## src/rtl/for_in_channel.sv

```systemverilog
// Loads words into a small FIFO, then on run streams a preamble followed by
// (remaining-count, value) pairs per buffered word, tagging each output word with a wrapping area index.
module for_in_channel #(
  parameter int WIDTH      = 12,
  parameter int NIN        = 3,
  parameter int NOUT       = 9,
  parameter int NPRE       = 3,
  parameter int EMIT_COUNT = 1,
  localparam int IW        = (NOUT > 1) ? $clog2(NOUT) : 1
) (
  input  logic             clock,
  input  logic             reset,
  input  logic             in_valid,
  input  logic [WIDTH-1:0] in_data,
  output logic             in_ready,
  input  logic             run,
  output logic             out_valid,
  output logic [WIDTH-1:0] out_data,
  input  logic             out_ready,
  output logic [IW-1:0]    out_index,
  output logic             busy,
  output logic             finished,
  output logic [2:0]       state_dbg
);

  localparam int PW  = (NIN > 1) ? $clog2(NIN) : 1;
  localparam int FW  = $clog2(NIN + 1);
  localparam int PCW = (NPRE > 1) ? $clog2(NPRE) : 1;

  typedef enum logic [2:0] {
    IDLE = 3'd0,
    PRE  = 3'd1,
    SIZE = 3'd2,
    CNT  = 3'd3,
    VAL  = 3'd4,
    DONE = 3'd5
  } state_t;

  state_t           state, state_nx;
  logic [WIDTH-1:0] mem [NIN];
  logic [PW-1:0]    wr_ptr, rd_ptr;
  logic [FW-1:0]    fill, remaining;
  logic [PCW-1:0]   pre_idx;
  logic             rst_done;
  logic             idle_like, push, pop, hs, start;

  // Both channels use valid/ready: a word moves on a rising edge where valid and ready
  // are both high; once valid is raised, it and the data stay put until that edge.
  assign idle_like = (state == IDLE) || (state == DONE);
  assign in_ready  = rst_done && idle_like && (fill < FW'(NIN));
  assign push      = in_valid && in_ready;
  assign out_valid = (state == PRE) || (state == CNT) || (state == VAL);
  assign hs        = out_valid && out_ready;
  assign pop       = hs && (state == VAL);
  assign start     = idle_like && run;
  assign busy      = !idle_like;
  assign finished  = (state == DONE);
  assign state_dbg = state;

  always_comb begin
    state_nx = state;
    out_data = '0;
    case (state)
      IDLE, DONE: if (run) state_nx = (NPRE > 0) ? PRE : SIZE;
      PRE: begin
        out_data = WIDTH'(pre_idx) + WIDTH'(1);
        if (out_ready && pre_idx == PCW'((NPRE > 0) ? NPRE - 1 : 0)) state_nx = SIZE;
      end
      SIZE: begin
        if (fill == '0)           state_nx = DONE;
        else if (EMIT_COUNT != 0) state_nx = CNT;
        else                      state_nx = VAL;
      end
      CNT: begin
        out_data = WIDTH'(remaining);
        if (out_ready) state_nx = VAL;
      end
      VAL: begin
        out_data = mem[rd_ptr];
        if (out_ready) state_nx = SIZE;
      end
      default: state_nx = IDLE;
    endcase
  end

  always_ff @(posedge clock or negedge reset) begin
    if (!reset) begin
      state     <= IDLE;
      rst_done  <= 1'b0;
      pre_idx   <= '0;
      remaining <= '0;
      wr_ptr    <= '0;
      rd_ptr    <= '0;
      fill      <= '0;
      out_index <= '0;
    end else begin
      rst_done <= 1'b1;
      state    <= state_nx;
      if (start)                           pre_idx <= '0;
      else if (state == PRE && out_ready)  pre_idx <= pre_idx + PCW'(1);
      if (state == SIZE) remaining <= fill;
      if (push) wr_ptr <= (wr_ptr == PW'(NIN - 1)) ? '0 : wr_ptr + PW'(1);
      if (pop)  rd_ptr <= (rd_ptr == PW'(NIN - 1)) ? '0 : rd_ptr + PW'(1);
      // Loads only happen outside the loop and pops only inside it, so never both.
      if (push)     fill <= fill + FW'(1);
      else if (pop) fill <= fill - FW'(1);
      if (hs) out_index <= (out_index == IW'(NOUT - 1)) ? '0 : out_index + IW'(1);
    end
  end

  always_ff @(posedge clock) begin
    if (push) mem[wr_ptr] <= in_data;
  end

endmodule

```

## config.mk

```make
export PLATFORM = sky130hd
export DESIGN_NAME = for_in_channel
export DESIGN_NICKNAME = d
export VERILOG_FILES = /design/src/rtl/for_in_channel.sv
export SDC_FILE = /design/constraint.sdc
export NUM_CORES = 1
export LEC_CHECK = 0
export BUFFER_PORTS_ARGS = -buffer_cell sky130_fd_sc_hd__buf_2
export CORE_MARGIN = 2
export CORE_UTILIZATION = 56
export CTS_CLUSTER_DIAMETER = 60
export CTS_CLUSTER_SIZE = 12
export DETAILED_ROUTE_END_ITERATION = 16
export PLACE_DENSITY = 0.9
export RECOVER_POWER = 100
export SYNTH_ARGS = -nofsm -noshare
export SYNTH_HDL_FRONTEND = slang
export SYNTH_SLANG_ARGS = --single-unit
```

## constraint.sdc

```tcl
create_clock -name clock -period 3.1 [get_ports clock]
set_input_delay 0.93 -clock clock [delete_from_list [all_inputs] [get_ports clock]]
set_output_delay 0.93 -clock clock [all_outputs]
set_load 0.03 [all_outputs]
```

== Word level (Yosys, flattened, before mapping) ==
Memory sizes are Yosys's and may differ from the RTL's.
Cells that the tools add are included.

* Input bits: 17
* RAM bits: 36
* Output and inout port bits: 23
* Memory bits (read-only): 0
* Bits in registers: 18
* Logic and storage cells: 64
* Bits in latches: 0
* Memories: 1

* Divide/modulo/power cells: 0
* $lt $le $gt $ge: 1
* Reductions and logical operators: 18
* Bitwise operators: 0
* $add $sub $neg: 7
* Equality and inequality tests: 13
* Shift-type cells: 0
* Multiply operators: 0
* Muxes and demuxes: 16

{| class="wikitable"
|+ Memory list
! memory !! words !! width !! read ports !! clocked after memory_dff !! wr ports !! RTL line !! RTL
|-
| mem || 3 || 12 || 1 || 0 || 1 || 40 || <nowiki>logic [WIDTH-1:0] mem [NIN];</nowiki>
|}

{| class="wikitable"
|+ Operator list
! kind !! number
|-
| case mux 12 bit (3 select lines) || 1
|-
| two-way mux 3 bit || 5
|-
| case mux 3 bit (5 select lines) || 1
|-
| two-way mux 2 bit || 6
|-
| adder 2 x 1 -> 2 bit (second input constant) || 4
|-
| logical AND 1 bit || 8
|-
| != test 2 bit (second input constant) || 4
|-
| equality test 2 bit (second input constant) || 3
|-
| equality test 3 x 2 -> 1 bit (second input constant) || 2
|-
| equality test 3 bit (second input constant) || 2
|-
| adder 4 x 1 -> 4 bit (second input constant) || 1
|-
| equality test 4 bit (second input constant) || 1
|-
| two-way mux 4 bit || 1
|-
| AND reduction 4 bit || 1
|-
| nonzero test 2 bit || 2
|-
| adder 2 x 1 -> 3 bit (second input constant) || 1
|-
| equality test 3 x 1 -> 1 bit (second input constant) || 1
|-
| zero test 3 bit || 1
|-
| logical OR 1 bit || 3
|-
| zero test 2 bit || 1
|-
| < comparator 2 bit (second input constant) || 1
|-
| two-way mux 1 bit || 2
|-
| OR reduction 2 bit || 1
|-
| subtractor 2 x 1 -> 2 bit (second input constant) || 1
|-
| zero test 1 bit || 1
|}

== Logic depth before layout (Yosys ltp) ==
Gate-level depths: netlist of the first run.

* Depth in word-level cells: 7
* Depth in mapped cells: 5
* Depth with buffers taken out: 5

== Least setup slack after synthesis of the first run ==
No wires, ideal clock.

* Path kind: input-to-reg
* From: in in_valid
* To: mem mem[2][0], enable pin
* Path buffers: 0
* Cell stages on the path: 2
* Setup slack: 0.567 ns
* Library setup time: 0.399 ns
* Data required time: 2.701 ns
* Data arrival time: 2.133 ns
* Path through: nand4_2 > nor3b_1

* Word-level cells in the longest chain between the ends: 3

{| class="wikitable"
|+ RTL lines
! what !! RTL line !! RTL
|-
| start, declared || 13 || <nowiki>input logic in_valid,</nowiki>
|-
| logical AND 1 bit || 51 || <nowiki>assign push = in_valid && in_ready;</nowiki>
|-
| two-way mux 1 bit || 112 || <nowiki>if (push) mem[wr_ptr] <= in_data;</nowiki>
|-
| two-way mux 1 bit (implied by the code) || 112 ||
|-
| end, declared || 40 ||
|}

No other way between the ends.

== Worst setup path in the final report of the first run ==
* From: reg state[2] (netlist: state_dbg[2])
* To: out out_data[4]

* Word-level cells in the longest chain between the ends: 2
* Elaborated cells between the ends (all ways): 4
* Classes of those cells: 3 x eq/ne; 1 x mux

{| class="wikitable"
|+ RTL lines
! what !! RTL line !! RTL
|-
| start, declared || 39 || <nowiki>state_t state, state_nx;</nowiki>
|-
| start signal, assigned || 98 || <nowiki>state <= state_nx;</nowiki>
|-
| equality test 3 bit (tied with other cells) || 63 || <nowiki>case (state)</nowiki>
|-
| case mux 12 bit (3 select lines) * || 63 ||
|-
| end, declared || 18 || <nowiki>output logic [WIDTH-1:0] out_data,</nowiki>
|}

Mark *: on every way between the ends. The rest lies on a longest branch, timed or not.

==> out/results.txt, run 1 <==
Maxcap violations: 0
Mapped Cells: 185
Crit path cell chain: nor2b_1, nand2_1, nor2_1, buf_2
Clock sinks: 54
Status: finished clean
Syn nets: 206
GRT Util Overall: 0.1972
Yosys top cell area share: 0.4301
Final ANT Viol Nets: 0
Max incr delay on CP: 0.56 ns
Synth Register Bits: 54
CP Max Fanout: 14
CP required: 2.17 ns
Core Region: 0.004324 mm²
Final min period: 2.939 ns
Largest net degree at the start of global routing: 20
Hold bufs inserted after CTS: 0
Max Freq: 0.3402 GHz
Global-route wire length before repair: 7472 µm
CP endpoint kind: output port
Cell accounting for the most synthesized area: edfxtp_1
Slew Limit Fails: 0
Total setup buffers inserted after CTS: 0
Via count: 1578
Total power: 2.486 mW
Syn Area/Cell: 13.59 µm²
Fraction of registers with async set/reset: 0.3333
Peak VDD IR: 0.4631 mV
Share of cells above drive strength 1: 0.1938
Die Height: 71.00 µm
Yosys warning count: 0
Clk Latency, worst-skew pair: 0.31 ns
Grt ovf: 0
# DRC: 0
Initial Utilization: 0.5813
Die area: 0.005040 mm²
Area Growth Syn to Fin: 10.40%
Area after DPL: 0.002751 mm²
Avg Vias per Cell: 5.656
Synth unique cells: 45
CP Launch Type: flip-flop
CTS clk-pin slew, worst paths: 0.10 ns
CP delay by family, top: simple AND/OR/NAND/NOR gates
Post-DP HPWL: 3170 µm
Final cell count without fillers: 279
Tcrit/Tclk final: 0.9482
Post-route cell area: 0.002775 mm²
CTS tree: yes
Most used DFF post-synth: edfxtp_1
Cts repair resizes: 0
Final Hold Fails: 0
Std-Cell Rows: 24
Port Buf Inserts: 39
I/O pin count: 40
Sequential-to-total area share from yosys stat: 0.6093
Worst-case clock buffer depth: 2
Final setup viols: 0
CP bufs+invs: 1
CTS buffer count: 5
# H-tree levels: 2
RSZ-0062 raised after global routing: no
Crit path kind: reg2out
Worst Tran Pin Value: 0.9499 ns
WL final: 4581 µm
Max-slew headroom: 0.3667
Gp weighted congestion: 0.8532
Root Driver: clkbuf_8
Worst min path class: reg2reg
Worst hold slack: 0.5151 ns
Vias in the first global route: 1548
Mapped Area: 0.002514 mm²
Detailed Routing Iterations Pass 1: 5
Top area cells in the synthesized netlist: edfxtp_1 43%, dfrtp_1 18%, mux2_2 6.7%, mux2i_1 5.6%, nor2_1 2.5%
EDFF count, synth: 36
Ant. Diodes: 0
Initial antenna violation count: 0
Iter 0 DRT Violations: 132
Leakage: 1.013 nW
P per Cell Area: 895.7 mW/mm²
Slowest CP cell: dfrtp_1
TNS Setup: 0 ns
Drt wl/cell: 16.42 µm
Dpl cells: 271
Setup Skew: 0.005916 ns
Final nets: 247
Die X: 71.00 µm
Arr. time, crit path: 2.01 ns
## worst paths after layout
check                             start           end  slack, ns  cells past startpoint
min                        remaining[1]  remaining[1]       0.52                      1
max in group asynchronous         reset     rd_ptr[0]       1.79                      1
max reg2reg                state_dbg[0]     mem[2][0]       0.61                      4
min reg2reg                remaining[1]  remaining[1]       0.52                      1
max                        state_dbg[2]   out_data[4]       0.16                      4
min in group asynchronous         reset  state_dbg[1]       0.73                      1
## where the power goes
| group | total, mW | switching [mW] | internal, mW |
|---|---|---|---|
| Sequential | 1.11 | 0.212 | 0.897 |
| Clock | 0.404 | 0.237 | 0.168 |
| Combinational | 0.973 | 0.557 | 0.415 |
## synthesized netlist by cell type (2+ instances only)
| cell type | instances |
|---|---|
| edfxtp_1 | 36 |
| dfrtp_1 | 18 |
| nor2_1 | 17 |
| mux2_2 | 15 |
| mux2i_1 | 14 |
| nand2_1 | 12 |
| a21oi_1 | 6 |
| buf_2 | 5 |
| inv_1 | 5 |
| o21ai_0 | 5 |
| ha_1 | 4 |
| nor2b_1 | 4 |
| buf_6 | 3 |
| nand2b_1 | 3 |
| nor3_1 | 3 |
| a22o_2 | 2 |
| and2_1 | 2 |
| and3_1 | 2 |
| o211ai_1 | 2 |
| o22ai_1 | 2 |
## state kept, by name, summed over array words and instances, names as in the netlist
register	cells
pre_idx	2
rst_done	1
wr_ptr	2
rd_ptr	2
mem	36
remaining	2
state_dbg	3
fill	2
out_index	4
## layout make-up
type | instances | area, µm²
Clock buffer | 5 | 68.82
Clock inverter | 3 | 28.78
Fill cell | 350 | 1549
Inverter | 5 | 18.77
Multi-Input combinational cell | 117 | 880.8
Sequential cell | 54 | 1531
Tap cell | 52 | 65.06
Timing Repair Buffer | 43 | 181.4
## metrics by stage
step / util / worst slack, ns
after CTS: 0.6589 / 0.1566
after global placement: 0.6363 / 0.6088
after global routing: 0.6418 / 0.003279
after floorplan: - / 0.5675
after detailed placement: 0.6363 / 0.5023
final: 0.6418 / 0.1606
## logic make-up after synthesis
| kind of cell | after synthesis | share of synthesized area |
|---|---|---|
| AO/OA/AOI/OAI | 28 | 0.08661 |
| XOR/XNOR | 2 | 0.006970 |
| adder cells (fa/ha/maj) | 4 | 0.01991 |
| buffers and inverters | 14 | 0.03235 |
| flip-flops | 54 | 0.6093 |
| multiplexers | 31 | 0.1334 |
| other | 1 | 0.001492 |
| AND/OR/NAND/NOR | 51 | 0.1100 |
## metal layers
layer  global-route usage  up-vias  part of all wire
met5                    0        -                 0
met4              0.06499        0            0.0092
met1               0.2381      779              0.40
met2               0.3510       34              0.55
met3              0.04416        4             0.039
li1                     -      761                 -
## placed cells by master, fill, tap and decap left out, types with 2 or more instances in the layout
cell type	count
a21oi_1	6
a221oi_1	2
a22o_2	2
and2_1	2
and3_1	2
buf_2	5
clkbuf_1	29
clkbuf_2	8
clkbuf_8	5
clkinv_4	2
dfrtp_1	18
edfxtp_1	36
ha_1	4
inv_1	5
mux2_1	2
mux2_2	15
mux2i_1	14
nand2_1	12
nand2b_1	3
nor2_1	17
nor2b_1	4
nor3_1	3
o211ai_1	2
o21ai_0	5
o22ai_1	2
(Power assumes the default switching activity.)
==> run 2, diff against run 1 <==
--- a/config.mk
+++ b/config.mk
@@ -6,12 +6,15 @@
 export NUM_CORES = 1
 export LEC_CHECK = 0
 export BUFFER_PORTS_ARGS = -buffer_cell sky130_fd_sc_hd__buf_2
+export CELL_PAD_IN_SITES_DETAIL_PLACEMENT = 0
+export CELL_PAD_IN_SITES_GLOBAL_PLACEMENT = 1
 export CORE_MARGIN = 2
-export CORE_UTILIZATION = 56
+export CORE_UTILIZATION = 40
+export CTS_BUF_LIST = sky130_fd_sc_hd__clkbuf_8
 export CTS_CLUSTER_DIAMETER = 60
 export CTS_CLUSTER_SIZE = 12
 export DETAILED_ROUTE_END_ITERATION = 16
-export PLACE_DENSITY = 0.9
+export PLACE_DENSITY = 0.82
 export RECOVER_POWER = 100
 export SYNTH_ARGS = -nofsm -noshare
 export SYNTH_HDL_FRONTEND = slang
==> out/results.txt, run 2 (synthesis gave the netlist of run 1 again) <==
Status: finished clean (unchanged)
Max Freq: 0.3488 GHz (was 0.3402 GHz)
Reg2reg end: mem[2][3] (was mem[2][0])
Commonest non-fill, non-tap cells in the layout: 36 x edfxtp_1, 28 x clkbuf_1, 18 x dfrtp_1 (was 36 x edfxtp_1, 29 x clkbuf_1, 18 x dfrtp_1)
Vias in the first global route: 1481 (was 1548)
Largest Register: mem (unchanged)
Detailed Routing Iterations Pass 1: 4 (was 5)
Leakage: 1.036 nW (was 1.013 nW)
Final setup viols: 0 (unchanged)
Crit path cell chain: nor2b_1, nand2_2, nor2_1, clkbuf_2 (was nor2b_1, nand2_1, nor2_1, buf_2)
# DRC: 0 (unchanged)
Hold path start: remaining[0] (was remaining[1])
Die Height: 83.27 µm (was 71.00 µm)
CP Launch Type: flip-flop (unchanged)
Ant. Diodes: 0 (unchanged)
Worst min path class: reg2reg (unchanged)
Area Growth Syn to Fin: 13.14% (was 10.40%)
RSZ-0062 raised after global routing: no (unchanged)
Worst R2R Setup Slack: 0.69 ns (was 0.61 ns)
Setup Skew: 0.01188 ns (was 0.005916 ns)
Initial Utilization: 0.4196 (was 0.5813)
Clock sinks: 54 (unchanged)
Hold Path Sink: remaining[0] (was remaining[1])
Final nets: 249 (was 247)
CTS buffer count: 5 (unchanged)
Share of cells above drive strength 1: 0.2096 (was 0.1938)
Std-Cell Rows: 28 (was 24)
Slowest CP cell: dfrtp_1 (unchanged)
Slew Limit Fails: 0 (unchanged)
Arr. time, crit path: 1.94 ns (was 2.01 ns)
Peak VDD IR: 0.5529 mV (was 0.4631 mV)
CP required: 2.17 ns (about the same)
Maxcap violations: 0 (unchanged)
TNS Setup: 0 ns (unchanged)
Iter 0 DRT Violations: 76 (was 132)
Reg2reg path depth: 5 (was 4)
Post-DP HPWL: 3005 µm (was 3170 µm)
Crit path kind: reg2out (unchanged)
Max-slew headroom: 0.3193 (was 0.3667)
Core Region: 0.005991 mm² (was 0.004324 mm²)
Die area: 0.006934 mm² (was 0.005040 mm²)
CP Max Fanout: 14 (unchanged)
Port Buf Inserts: 39 (unchanged)
Gp weighted congestion: 0.7351 (was 0.8532)
Worst Tran Pin Value: 1.021 ns (was 0.9499 ns)
Tcrit/Tclk final: 0.9249 (was 0.9482)
I/O pin count: 40 (unchanged)
Final ANT Viol Nets: 0 (unchanged)
Clk Latency, worst-skew pair: 0.31 ns (about the same)
CP bufs+invs: 1 (unchanged)
Most common cell after layout, fill and taps aside: edfxtp_1 (unchanged)
R2r startpoint: state_dbg[0] (unchanged)
P per Cell Area: 904.0 mW/mm² (was 895.7 mW/mm²)
Via count: 1530 (was 1578)
CTS clk-pin slew, worst paths: 0.10 ns (about the same)
Max incr delay on CP: 0.57 ns (was 0.56 ns)
Grt ovf: 0 (unchanged)
Root Driver: clkbuf_8 (unchanged)
Global-route wire length before repair: 7327 µm (was 7472 µm)
WL final: 4553 µm (was 4581 µm)
Post-place setup slack: 0.5060 ns (was 0.5023 ns)
Number of flip-flops in the largest register: 36 (unchanged)
Avg Vias per Cell: 5.033 (was 5.656)
Largest net degree at the start of global routing: 19 (was 20)
Final Hold Fails: 0 (unchanged)
Worst-case clock buffer depth: 2 (unchanged)
Final setup margin: 0.2327 ns (was 0.1606 ns)
CP endpoint kind: output port (unchanged)
Worst hold path depth: 1 (unchanged)
# H-tree levels: 2 (unchanged)
GRT Util Overall: 0.1358 (was 0.1972)
Initial antenna violation count: 0 (unchanged)
Drt wl/cell: 14.98 µm (was 16.42 µm)
CP delay by family, top: simple AND/OR/NAND/NOR gates (unchanged)
CTS tree: yes (unchanged)
Final min period: 2.867 ns (was 2.939 ns)
Die X: 83.27 µm (was 71.00 µm)
-- run 2: stage by stage --
| step | utilization | std cells | cell area, µm² | hold slack (ns) | power, mW |
|---|---|---|---|---|---|
| detailed placement | 0.4666 | 296 | 2795 | 0.4972 | 2.154 |
| CTS | 0.4860 | 304 | 2912 | 0.5212 | 2.644 |
| finish | 0.4747 | 304 | 2844 | 0.5195 | 2.571 |
| floorplan | - | 185 | 2514 | 0.4810 | 1.917 |
| global route | 0.4747 | 304 | 2844 | 0.5320 | 2.753 |
| global placement | 0.4666 | 296 | 2795 | 0.4922 | 2.143 |
-- run 2: repair_timing --
action,4_1_cts,5_1_grt
resized for setup,0,1
hold buffers,0,0
endpoints found under the hold margin,0,0
buffers inserted,0,0
endpoints found under the setup margin,0,3
-- run 2: how the worst max path moves through the flow --
stage	endpoint	startpoint	slack, ns	cells past startpoint
floorplan	mem[2][0]	in_valid	0.57	2
global placement	out_data[7]	state_dbg[2]	0.58	4
detailed placement	out_data[7]	state_dbg[2]	0.51	4
CTS	out_data[7]	state_dbg[2]	0.12	4
global route	out_data[7]	state_dbg[2]	0.08	4
finish	out_data[7]	state_dbg[2]	0.23	4
-- run 2: worst reg2reg max path, cell delays in order, from the launching register on --
cell      delay (ns)
dfrtp_1         0.39
buf_4           0.19
xnor2_1         0.22
nand4_1         0.35
nor3b_1         0.30
clkbuf_1        0.60
-- run 2: layout make-up --
type | instances | area [µm²]
Multi-Input combinational cell | 117 | 888.4
Sequential cell | 54 | 1531
Inverter | 5 | 18.77
Fill cell | 558 | 3147
Tap cell | 75 | 93.84
Clock buffer | 5 | 68.82
Timing Repair Buffer | 45 | 195.2
Clock inverter | 3 | 47.55
-- run 2: layer usage --
metal,GRT usage,routed length [µm],vias to the layer above
met5,0,0,-
met4,0.05365,77,0
met3,0.04076,164,7
met2,0.2185,2143,23
met1,0.1719,2167,738
li1,-,-,762
-- run 2: power by group --
group / switching (mW) / leakage, nW / internal, mW
Combinational: 0.576 / 0.439 / 0.428
Clock: 0.239 / 0.0587 / 0.245
Sequential: 0.186 / 0.538 / 0.897
==> run 3, diff against run 2 <==
--- a/config.mk
+++ b/config.mk
@@ -14,7 +14,7 @@
 export CTS_CLUSTER_DIAMETER = 60
 export CTS_CLUSTER_SIZE = 12
 export DETAILED_ROUTE_END_ITERATION = 16
-export PLACE_DENSITY = 0.82
+export PLACE_DENSITY_LB_ADDON = 0.3
 export RECOVER_POWER = 100
 export SYNTH_ARGS = -nofsm -noshare
 export SYNTH_HDL_FRONTEND = slang
==> out/results.txt, run 3 (synthesis gave the netlist of run 1 again) <==
Clk Latency, worst-skew pair: 0.30 ns (was 0.31 ns)
Peak VDD IR: 0.5381 mV (was 0.5529 mV)
Vias in the first global route: 1591 (was 1481)
Commonest non-fill, non-tap cells in the layout: 36 x edfxtp_1, 33 x clkbuf_1, 18 x dfrtp_1 (was 36 x edfxtp_1, 28 x clkbuf_1, 18 x dfrtp_1)
Slew Limit Fails: 0 (unchanged)
Largest net degree at the start of global routing: 19 (unchanged)
# DRC: 0 (unchanged)
CP endpoint: out_data[5] (was out_data[7])
Area after DPL: 0.002783 mm² (was 0.002795 mm²)
Maxcap violations: 0 (unchanged)
Die area: 0.006934 mm² (unchanged)
Global-route wire length before repair: 7748 µm (was 7327 µm)
CTS clk-pin slew, worst paths: 0.09 ns (was 0.10 ns)
Max-slew headroom: 0.3025 (was 0.3193)
Max Freq: 0.3468 GHz (was 0.3488 GHz)
R2r startpoint: state_dbg[0] (unchanged)
Via count: 1557 (was 1530)
Initial Utilization: 0.4196 (unchanged)
Gp weighted congestion: 0.7160 (was 0.7351)
Worst setup path start: state_dbg[2] (unchanged)
Std-Cell Rows: 28 (unchanged)
Number of flip-flops in the largest register: 36 (unchanged)
CTS tree: yes (unchanged)
Reg2reg end: mem[2][8] (was mem[2][3])
Initial antenna violation count: 0 (unchanged)
GRT Util Overall: 0.1400 (was 0.1358)
TNS Setup: 0 ns (unchanged)
WL final: 4621 µm (was 4553 µm)
Die X: 83.27 µm (unchanged)
Post-route cell area: 0.002833 mm² (was 0.002844 mm²)
Iter 0 DRT Violations: 50 (was 76)
Ant. Diodes: 0 (unchanged)
Most common cell after layout, fill and taps aside: edfxtp_1 (unchanged)
Final ANT Viol Nets: 0 (unchanged)
Final Hold Fails: 0 (unchanged)
Worst min path class: reg2reg (unchanged)
Port Buf Inserts: 39 (unchanged)
Root Driver: clkbuf_8 (unchanged)
Area Growth Syn to Fin: 12.69% (was 13.14%)
Core Region: 0.005991 mm² (unchanged)
Final nets: 248 (was 249)
Clock sinks: 54 (unchanged)
Worst R2R Setup Slack: 0.60 ns (was 0.69 ns)
# H-tree levels: 2 (unchanged)
P per Cell Area: 908.4 mW/mm² (was 904.0 mW/mm²)
Worst-case clock buffer depth: 2 (unchanged)
Worst Tran Pin Value: 1.046 ns (was 1.021 ns)
Tcrit/Tclk final: 0.9302 (was 0.9249)
Detailed Routing Iterations Pass 1: 3 (was 4)
CP endpoint kind: output port (unchanged)
Status: finished clean (unchanged)
Share of cells above drive strength 1: 0.1886 (was 0.2096)
Total power: 2.573 mW (was 2.571 mW)
Reg2reg path depth: 4 (was 5)
Final setup viols: 0 (unchanged)
I/O pin count: 40 (unchanged)
Arr. time, crit path: 1.95 ns (was 1.94 ns)
Drt wl/cell: 15.25 µm (was 14.98 µm)
Grt ovf: 0 (unchanged)
Leakage: 1.015 nW (was 1.036 nW)
Crit path kind: reg2out (unchanged)
Final min period: 2.884 ns (was 2.867 ns)
RSZ-0062 raised after global routing: no (unchanged)
CTS buffer count: 5 (unchanged)
CP Max Fanout: 14 (unchanged)
Avg Vias per Cell: 5.139 (was 5.033)
Die Height: 83.27 µm (unchanged)
Largest Register: mem (unchanged)
CP required: 2.17 ns (about the same)
CP Launch Type: flip-flop (unchanged)
Setup Skew: 0.004775 ns (was 0.01188 ns)
Post-DP HPWL: 3087 µm (was 3005 µm)
-- run 3: repair_timing --
| item | CTS | global route |
|---|---|---|
| buffers inserted | 0 | 0 |
| hold buffers | 0 | 0 |
| gates resized for setup | 0 | 2 |
| setup endpoints to repair | 0 | 10 |
-- run 3: stage by stage --
step	setup slack, ns	util	std cells	hold slack [ns]
4_1_cts	0.002794	0.4848	303	0.5185
3_3_place_gp	0.4291	0.4645	295	0.5002
2_1_floorplan	0.5675	-	185	0.4810
3_5_place_dp	0.3587	0.4645	295	0.4970
6_report	0.2163	0.4728	303	0.5139
5_1_grt	0.07515	0.4728	303	0.5504
-- run 3: worst min path at each step --
stage                         to  slack [ns]         start  cells after the start
floorplan           remaining[0]        0.48  remaining[0]                      1
global placement    remaining[1]        0.50  remaining[1]                      1
detailed placement  remaining[1]        0.50  remaining[1]                      1
CTS                 remaining[1]        0.52  remaining[1]                      1
global route        remaining[1]        0.55  remaining[1]                      1
finish              remaining[1]        0.51  remaining[1]                      1
-- run 3: critical path: stages, from the launching register on --
cell,delay (ns)
dfrtp_1,0.57
nor2b_2,0.37
nand2_2,0.24
nor2_1,0.15
clkbuf_1,0.32
-- run 3: area by class of cell --
cell class	count	area, µm²
inverter	5	18.77
clock inverter	2	38.79
timing repair buffer	44	181.4
tap	75	93.84
sequential	54	1531
fill	579	3158
multi-input combinational	117	885.9
clock buffer	6	82.58
-- run 3: power by group --
group	internal, mW	switching (mW)
sequential	0.896	0.220
combinational	0.421	0.544
clock	0.266	0.226
-- run 3: layer usage --
metal	routed length (µm)	global-route usage	up-vias
li1	-	-	765
met1	2192	0.1789	761
met2	2228	0.2368	24
met3	155	0.03678	7
met4	46	0.03577	0
met5	0	0	-
